$ cat src/rtl/mul_pkg.sv
// Shared types, function codes and decode helpers for the HI/LO multiply sequencer.
package mul_pkg;

  typedef enum logic [1:0] {
    StIdle,
    StCalc,
    StFinish
  } mul_state_t;

  typedef enum logic [3:0] {
    OpNone,
    OpMult,
    OpMultu,
    OpMadd,
    OpMaddu,
    OpMsub,
    OpMsubu,
    OpMul,
    OpMthi,
    OpMtlo,
    OpMfhi,
    OpMflo
  } mul_op_t;

  // SPECIAL function codes
  localparam logic [5:0] FuncMfhi   = 6'h10;
  localparam logic [5:0] FuncMthi   = 6'h11;
  localparam logic [5:0] FuncMflo   = 6'h12;
  localparam logic [5:0] FuncMtlo   = 6'h13;
  localparam logic [5:0] FuncMult   = 6'h18;
  localparam logic [5:0] FuncMultu  = 6'h19;
  // SPECIAL2 function codes
  localparam logic [5:0] Func2Madd  = 6'h00;
  localparam logic [5:0] Func2Maddu = 6'h01;
  localparam logic [5:0] Func2Mul   = 6'h02;
  localparam logic [5:0] Func2Msub  = 6'h04;
  localparam logic [5:0] Func2Msubu = 6'h05;

  function automatic int unsigned cnt_width(input int unsigned width);
    return $clog2(width + 1);
  endfunction

  function automatic mul_op_t decode_op(input logic sp2, input logic [5:0] func);
    mul_op_t op;
    op = OpNone;
    if (sp2) begin
      case (func)
        Func2Madd:  op = OpMadd;
        Func2Maddu: op = OpMaddu;
        Func2Mul:   op = OpMul;
        Func2Msub:  op = OpMsub;
        Func2Msubu: op = OpMsubu;
        default:    op = OpNone;
      endcase
    end else begin
      case (func)
        FuncMfhi:  op = OpMfhi;
        FuncMthi:  op = OpMthi;
        FuncMflo:  op = OpMflo;
        FuncMtlo:  op = OpMtlo;
        FuncMult:  op = OpMult;
        FuncMultu: op = OpMultu;
        default:   op = OpNone;
      endcase
    end
    return op;
  endfunction

  function automatic logic is_long_op(input mul_op_t op);
    return (op == OpMult) || (op == OpMultu) || (op == OpMadd) || (op == OpMaddu) ||
           (op == OpMsub) || (op == OpMsubu) || (op == OpMul);
  endfunction

  function automatic logic is_signed_op(input mul_op_t op);
    return (op == OpMult) || (op == OpMadd) || (op == OpMsub) || (op == OpMul);
  endfunction

endpackage

$ cat src/rtl/mul_shift_add.sv
// Radix-2 shift-add datapath: one multiplier bit per step, LSB first, on unsigned magnitudes.
module mul_shift_add #(
  parameter int unsigned Width = 32
) (
  input  logic               clk_i,
  input  logic               rst_ni,
  input  logic               load_i,
  input  logic               step_i,
  input  logic [Width-1:0]   mcand_i,
  input  logic [Width-1:0]   mplier_i,
  output logic [2*Width-1:0] acc_o,
  output logic               done_zero_o
);

  logic [2*Width-1:0] acc_q, acc_d;
  logic [2*Width-1:0] mcand_q, mcand_d;
  logic [Width-1:0]   mplier_q, mplier_d;

  always_comb begin
    acc_d    = acc_q;
    mcand_d  = mcand_q;
    mplier_d = mplier_q;
    if (load_i) begin
      acc_d    = '0;
      mcand_d  = {{Width{1'b0}}, mcand_i};
      mplier_d = mplier_i;
    end else if (step_i) begin
      acc_d    = mplier_q[0] ? acc_q + mcand_q : acc_q;
      mcand_d  = mcand_q << 1;
      mplier_d = mplier_q >> 1;
    end
  end

  always_ff @(posedge clk_i or negedge rst_ni) begin
    if (!rst_ni) begin
      acc_q    <= '0;
      mcand_q  <= '0;
      mplier_q <= '0;
    end else begin
      acc_q    <= acc_d;
      mcand_q  <= mcand_d;
      mplier_q <= mplier_d;
    end
  end

  assign acc_o = acc_q;
  // True when the bit consumed by the current step is the last non-zero one.
  assign done_zero_o = (mplier_q[Width-1:1] == '0);

endmodule

$ cat src/rtl/mul_sequencer.sv
// HI/LO multiply sequencer: FSM, HI/LO ownership and stall control around mul_shift_add.
// Optional MUL_EARLY_TERM_EN ends CALC once the remaining multiplier bits are all zero.
module mul_sequencer
  import mul_pkg::*;
#(
  parameter int unsigned WIDTH = 32
) (
  input  logic             Clock,
  input  logic             nReset,
  input  logic             Start,
  input  logic             Sp2,
  input  logic [5:0]       Func,
  input  logic [WIDTH-1:0] A,
  input  logic [WIDTH-1:0] B,
  output logic             Busy,
  output logic             Stall,
  output logic             Done,
  output logic             ResultWrite,
  output logic [WIDTH-1:0] MulResult,
  output logic [WIDTH-1:0] HI,
  output logic [WIDTH-1:0] LO
);

  localparam int unsigned CntW = cnt_width(WIDTH);

  mul_state_t         state_q, state_d;
  mul_op_t            op_q, op_d;
  logic               neg_q, neg_d;
  logic [CntW-1:0]    cnt_q, cnt_d;
  logic [WIDTH-1:0]   hi_q, hi_d, lo_q, lo_d;
  logic [WIDTH-1:0]   mul_result_q, mul_result_d;
  logic               done_q, done_d, rw_q, rw_d;

  mul_op_t            dec_op;
  logic               accept, load, step, last_step, done_zero;
  logic [WIDTH-1:0]   a_mag, b_mag;
  logic [2*WIDTH-1:0] acc, p_fin;

  assign dec_op = decode_op(Sp2, Func);
  assign accept = Start && (state_q == StIdle);
  assign load   = accept && is_long_op(dec_op);
  assign step   = (state_q == StCalc);
  assign a_mag  = (is_signed_op(dec_op) && A[WIDTH-1]) ? -A : A;
  assign b_mag  = (is_signed_op(dec_op) && B[WIDTH-1]) ? -B : B;

`ifdef MUL_EARLY_TERM_EN
  assign last_step = (cnt_q == CntW'(WIDTH - 1)) || done_zero;
`else
  logic unused_done_zero;
  assign unused_done_zero = done_zero;
  assign last_step = (cnt_q == CntW'(WIDTH - 1));
`endif

  mul_shift_add #(
    .Width(WIDTH)
  ) u_shift_add (
    .clk_i      (Clock),
    .rst_ni     (nReset),
    .load_i     (load),
    .step_i     (step),
    .mcand_i    (a_mag),
    .mplier_i   (b_mag),
    .acc_o      (acc),
    .done_zero_o(done_zero)
  );

  assign p_fin = neg_q ? -acc : acc;

  always_comb begin
    state_d      = state_q;
    op_d         = op_q;
    neg_d        = neg_q;
    cnt_d        = cnt_q;
    hi_d         = hi_q;
    lo_d         = lo_q;
    mul_result_d = mul_result_q;
    done_d       = 1'b0;
    rw_d         = 1'b0;
    unique case (state_q)
      StIdle: begin
        if (load) begin
          state_d = StCalc;
          op_d    = dec_op;
          neg_d   = is_signed_op(dec_op) && (A[WIDTH-1] ^ B[WIDTH-1]);
          cnt_d   = '0;
        end else if (accept && (dec_op == OpMthi)) begin
          hi_d = A;
        end else if (accept && (dec_op == OpMtlo)) begin
          lo_d = A;
        end
      end
      StCalc: begin
        cnt_d = cnt_q + CntW'(1);
        if (last_step) begin
          state_d = StFinish;
          done_d  = 1'b1;
          rw_d    = (op_q == OpMul);
        end
      end
      StFinish: begin
        state_d = StIdle;
        case (op_q)
          OpMadd, OpMaddu: {hi_d, lo_d} = {hi_q, lo_q} + p_fin;
          OpMsub, OpMsubu: {hi_d, lo_d} = {hi_q, lo_q} - p_fin;
          OpMult, OpMultu: {hi_d, lo_d} = p_fin;
          OpMul:           mul_result_d = p_fin[WIDTH-1:0];
          default:         ;
        endcase
      end
      default: state_d = StIdle;
    endcase
  end

  always_ff @(posedge Clock or negedge nReset) begin
    if (!nReset) begin
      state_q      <= StIdle;
      op_q         <= OpNone;
      neg_q        <= 1'b0;
      cnt_q        <= '0;
      hi_q         <= '0;
      lo_q         <= '0;
      mul_result_q <= '0;
      done_q       <= 1'b0;
      rw_q         <= 1'b0;
    end else begin
      state_q      <= state_d;
      op_q         <= op_d;
      neg_q        <= neg_d;
      cnt_q        <= cnt_d;
      hi_q         <= hi_d;
      lo_q         <= lo_d;
      mul_result_q <= mul_result_d;
      done_q       <= done_d;
      rw_q         <= rw_d;
    end
  end

  assign Busy        = (state_q != StIdle);
  assign Stall       = Start && Busy && (dec_op != OpNone);
  assign Done        = done_q;
  assign ResultWrite = rw_q;
  // Product is final throughout FINISH, so MUL's word is forwarded while ResultWrite is high.
  assign MulResult   = rw_q ? p_fin[WIDTH-1:0] : mul_result_q;
  assign HI          = hi_q;
  assign LO          = lo_q;

endmodule

$ cat config.mk
export PLATFORM = sky130hd
export DESIGN_NAME = mul_sequencer
export DESIGN_NICKNAME = d
export VERILOG_FILES = /design/src/rtl/mul_pkg.sv /design/src/rtl/mul_shift_add.sv /design/src/rtl/mul_sequencer.sv
export SDC_FILE = /design/constraint.sdc
export NUM_CORES = 1
export LEC_CHECK = 0
export CAP_MARGIN = 20
export CORE_MARGIN = 10
export CORE_UTILIZATION = 45
export CTS_BUF_LIST = sky130_fd_sc_hd__clkbuf_2 sky130_fd_sc_hd__clkbuf_4 sky130_fd_sc_hd__clkbuf_8
export DETAILED_ROUTE_END_ITERATION = 10
export PLACE_DENSITY_LB_ADDON = 0.15
export SLEW_MARGIN = 25
export SYNTH_ARGS = -nofsm -noshare
export SYNTH_HDL_FRONTEND = slang
export SYNTH_SLANG_ARGS = --single-unit
$ cat constraint.sdc
create_clock -name Clock -period 6.65 [get_ports Clock]
set_input_delay 1.33 -clock Clock [delete_from_list [all_inputs] [get_ports Clock]]
set_output_delay 1.33 -clock Clock [all_outputs]
set_load 0.03 [all_outputs]
==> run summary <==
Mux cell area share after synthesis: 0.623%
Antenna Nets Post-Route: 0
Antenna violations before repair: 3
Layout cells sized above 1: 6.48%
Worst Path Buf+Inv: 2
Reg power frac: 17.6%
Commonest cells in the netlist: nand2_1, nor2_1, a21oi_1
Pwr Density: 528 mW/mm2
Sw Share: 54.3%
Tot GR Track Use: 29.4%
Setup TNS: 0 ps
Critical R2R Launch: u_shift_add.acc_o[4]
Crit-path max FO: 9
Core ar.: 0.0589 mm2
Crit path cell chain: or4_1 > or4_1 > nor2_1 > nor2_1 > xnor2_1 > inv_1 > ha_1 > inv_1 > nor3_1 > nand3_1 > o31ai_1 > a41oi_1 > o21ai_0 > a31oi_1 > o41a_1 > a221o_1 > o21ai_0 > a221oi_1
First-pass GRT wire length: 163000 um
Yosys top cell by area: dfrtp_1
Cells after Synth: 3657
Final Hold Viols: 0
Largest family of logic cells by synthesized area: compound AO/OA/AOI/OAI gates
Worst Path Required: 7170 ps
Fill cell count: 5836
Die H: 264 um
Combinational Power Share: 69.9%
Worst Skew: 46.8 ps
Final net count: 3986
Starting density of the core: 45.3%
Die area: 0.0695 mm2
Number of synthesized flops with an enable pin: 0
Largest stage delay, worst path: 610 ps
Post-DP HPWL: 81100 um
RSZ-0062 raised after global routing: false
Worst slew pin tran: 1090 ps
# port buffers: 173
H-tree levels: 2
Largest net degree at the start of global routing: 138
Max Freq: 0.161 GHz
CTS Buffer Depth: 3
Most used DFF post-synth: dfrtp_1
Dpl ws: 601 ps
P_leak: 0.0130 uW
Post-synthesis xor/xnor area fraction: 7.41%
Status: finished clean
Slew margin rel.: 27.0%
Adder-Cell Fraction of Synth Area: 8.38%
Internal power: 7370 uW
Gpl congestion: 1.03
Arrival @ worst endpoint: 6710 ps
Clk root buf: clkbuf_8
Final worst slack: 453 ps
Vias post-DR: 29.1k
Setup violators final: 0
Rows: 89
Synthesized flop and latch total: 271
Syn Nets: 3908
Startpoint Class: flip-flop
Ys async rst share: 100%
CTS tree: built
DRT Wirelength: 107000 um
Top post-synthesis cells by area: dfrtp_1, ha_1, a21oi_1, nand2_1, nor2_1
Die X-Extent: 264 um
CP delay by family, top: compound AO/OA/AOI/OAI gates
Final min period: 6200 ps
Initial DRC count: 3316
Final Slew Violations: 0
Worst-Skew Late Latency: 700 ps
Clk pwr share: 12.6%
Critical Path Start: u_shift_add.acc_o[4]
Simple-Gate Fraction of Synth Area: 22.5%
Synth cell types: 84
Area fraction in compound gates after synthesis: 29.9%
Register area share after synthesis: 25.4%
Share of the synthesized area in the top cell type: 25.4%
Synth warn: 0
Syn avg cell area: 7.30 um2
Detailed-route wire length per cell: 23.5 um
Worst-path clk slew: 60 ps
Max cap viols: 0
P&R area growth vs syn: 14.3%
Inserted Clock Buffers: 56
Gr ovfl total: 0
First-pass DRT Iterations: 7
Vias in the first global route: 26.7k
Hold_sp: op_q[2]
Net Switching: 8740 uW
DRC Markers: 0
Most frequent cell after synthesis: nand2_1
Mapped Area: 0.0267 mm2
CP max-delay cell: or4_1
I/O pin count: 174
TritonCTS Sinks: 271
Max VDD drop: 0.000214 V
Worst hold-check path type: flip-flop to flip-flop
Crit Path Class: flip-flop to flip-flop
Tcrit/Tclk final: 93.2%
Vias per cell: 6.39
Crit end category: flip-flop
==> layer usage <==
layer	GRT usage [%]	share of wire, %	wire length, um
met3	5.53	10	11100
met1	41.8	44	46800
met4	13.3	5.0	5360
met5	0	0.025	27
met2	42.3	41	43800
==> flip-flops by register name, indices dropped and copies added, names as in the netlist <==
| name | cells |
|---|---|
| cnt_q | 6 |
| op_q | 4 |
| neg_q | 1 |
| HI | 32 |
| ResultWrite | 1 |
| state_q | 2 |
| LO | 32 |
| u_shift_add.acc_o | 64 |
| u_shift_add.mplier_q | 32 |
| Done | 1 |
| u_shift_add.mcand_q | 64 |
| mul_result_q | 32 |
==> logic make-up (layout without fill, tap and decap cells) <==
kind of cell | after synthesis | count (layout)
mux | 16 | 16
other cells | 0 | 5
buf+inv | 401 | 522
fa+ha+maj | 177 | 177
compound gates | 1249 | 1249
flops | 271 | 271
simple gates | 1317 | 1317
xor+xnor | 226 | 226
==> worst min-delay path, cell delays in order, from the launching register on <==
cell     delay (ps)
dfrtp_1         350
nand2_1          50
o31ai_1          50
==> layout make-up <==
| type | instances | area (um2) | share of cell area [%] |
|---|---|---|---|
| inverter | 159 | 597 | 1.96 |
| clock inverter | 13 | 166 | 0.545 |
| multi-input combinational | 2985 | 18500 | 60.5 |
| timing repair buffer | 262 | 2420 | 7.93 |
| tap | 773 | 967 | 3.17 |
| clock buffer | 88 | 1100 | 3.60 |
| antenna | 5 | 12.5 | 0.0410 |
| sequential | 271 | 6780 | 22.2 |
==> power groups by stage <==
stage	clock network, uW	logic, uW	registers, uW
floorplan	0	7900	2590
global placement	0	10900	2810
detailed placement	0	10800	2820
CTS	2060	10900	2800
global route	2140	12300	2890
finish	2030	11200	2830
==> layout by cell type, fill, tap and decap left out, types with 27 or more instances in the layout <==
cell type / n
nand2_1: 457
nor2_1: 389
a21oi_1: 372
dfrtp_1: 269
o21ai_0: 260
ha_1: 174
clkdlybuf4s50_1: 172
inv_1: 156
xnor2_1: 138
nand3_1: 110
a31oi_1: 109
xor2_1: 88
buf_4: 87
o31ai_1: 85
clkbuf_8: 70
nor3_1: 65
a21o_1: 65
nand4_1: 48
a221oi_1: 44
o21bai_1: 37
or3_1: 36
nor4_1: 36
o221ai_1: 31
nand2b_1: 27
a211oi_1: 27
==> metrics by stage <==
| step | utilization (%) | power [uW] | hold WS, ps | area, um2 | cells |
|---|---|---|---|---|---|
| 6_report | 51.8 | 16100 | 491 | 30500 | 4556 |
| 5_1_grt | 51.8 | 17300 | 531 | 30500 | 4556 |
| 4_1_cts | 51.7 | 15800 | 497 | 30500 | 4547 |
| 3_5_place_dp | 49.6 | 13700 | 483 | 29200 | 4446 |
| 3_3_place_gp | 49.6 | 13700 | 475 | 29200 | 4446 |
| 2_1_floorplan | - | 10500 | 468 | 26700 | 3657 |
==> path summary, 6_finish.rpt <==
kind                                                end  slack (ps)  depth (start not counted)
worst max-delay path                              HI[2]         450                         18
worst min-delay path                            op_q[2]         490                          2
worst max register to register                    HI[2]         450                         18
worst min register to register                  op_q[2]         490                          2
max in group asynchronous       u_shift_add.mcand_q[56]        4740                          2
min in group asynchronous                         LO[9]         610                          1
==> what timing repair did <==
action                                  in CTS  in global routing
hold endpoints to repair                     0                  0
hold buffers                                 0                  0
endpoints found under the setup margin       0                  2
setup buffers                                0                  4
resized for setup                            0                  1
Note: power is estimated with default switching activity, not from simulation.
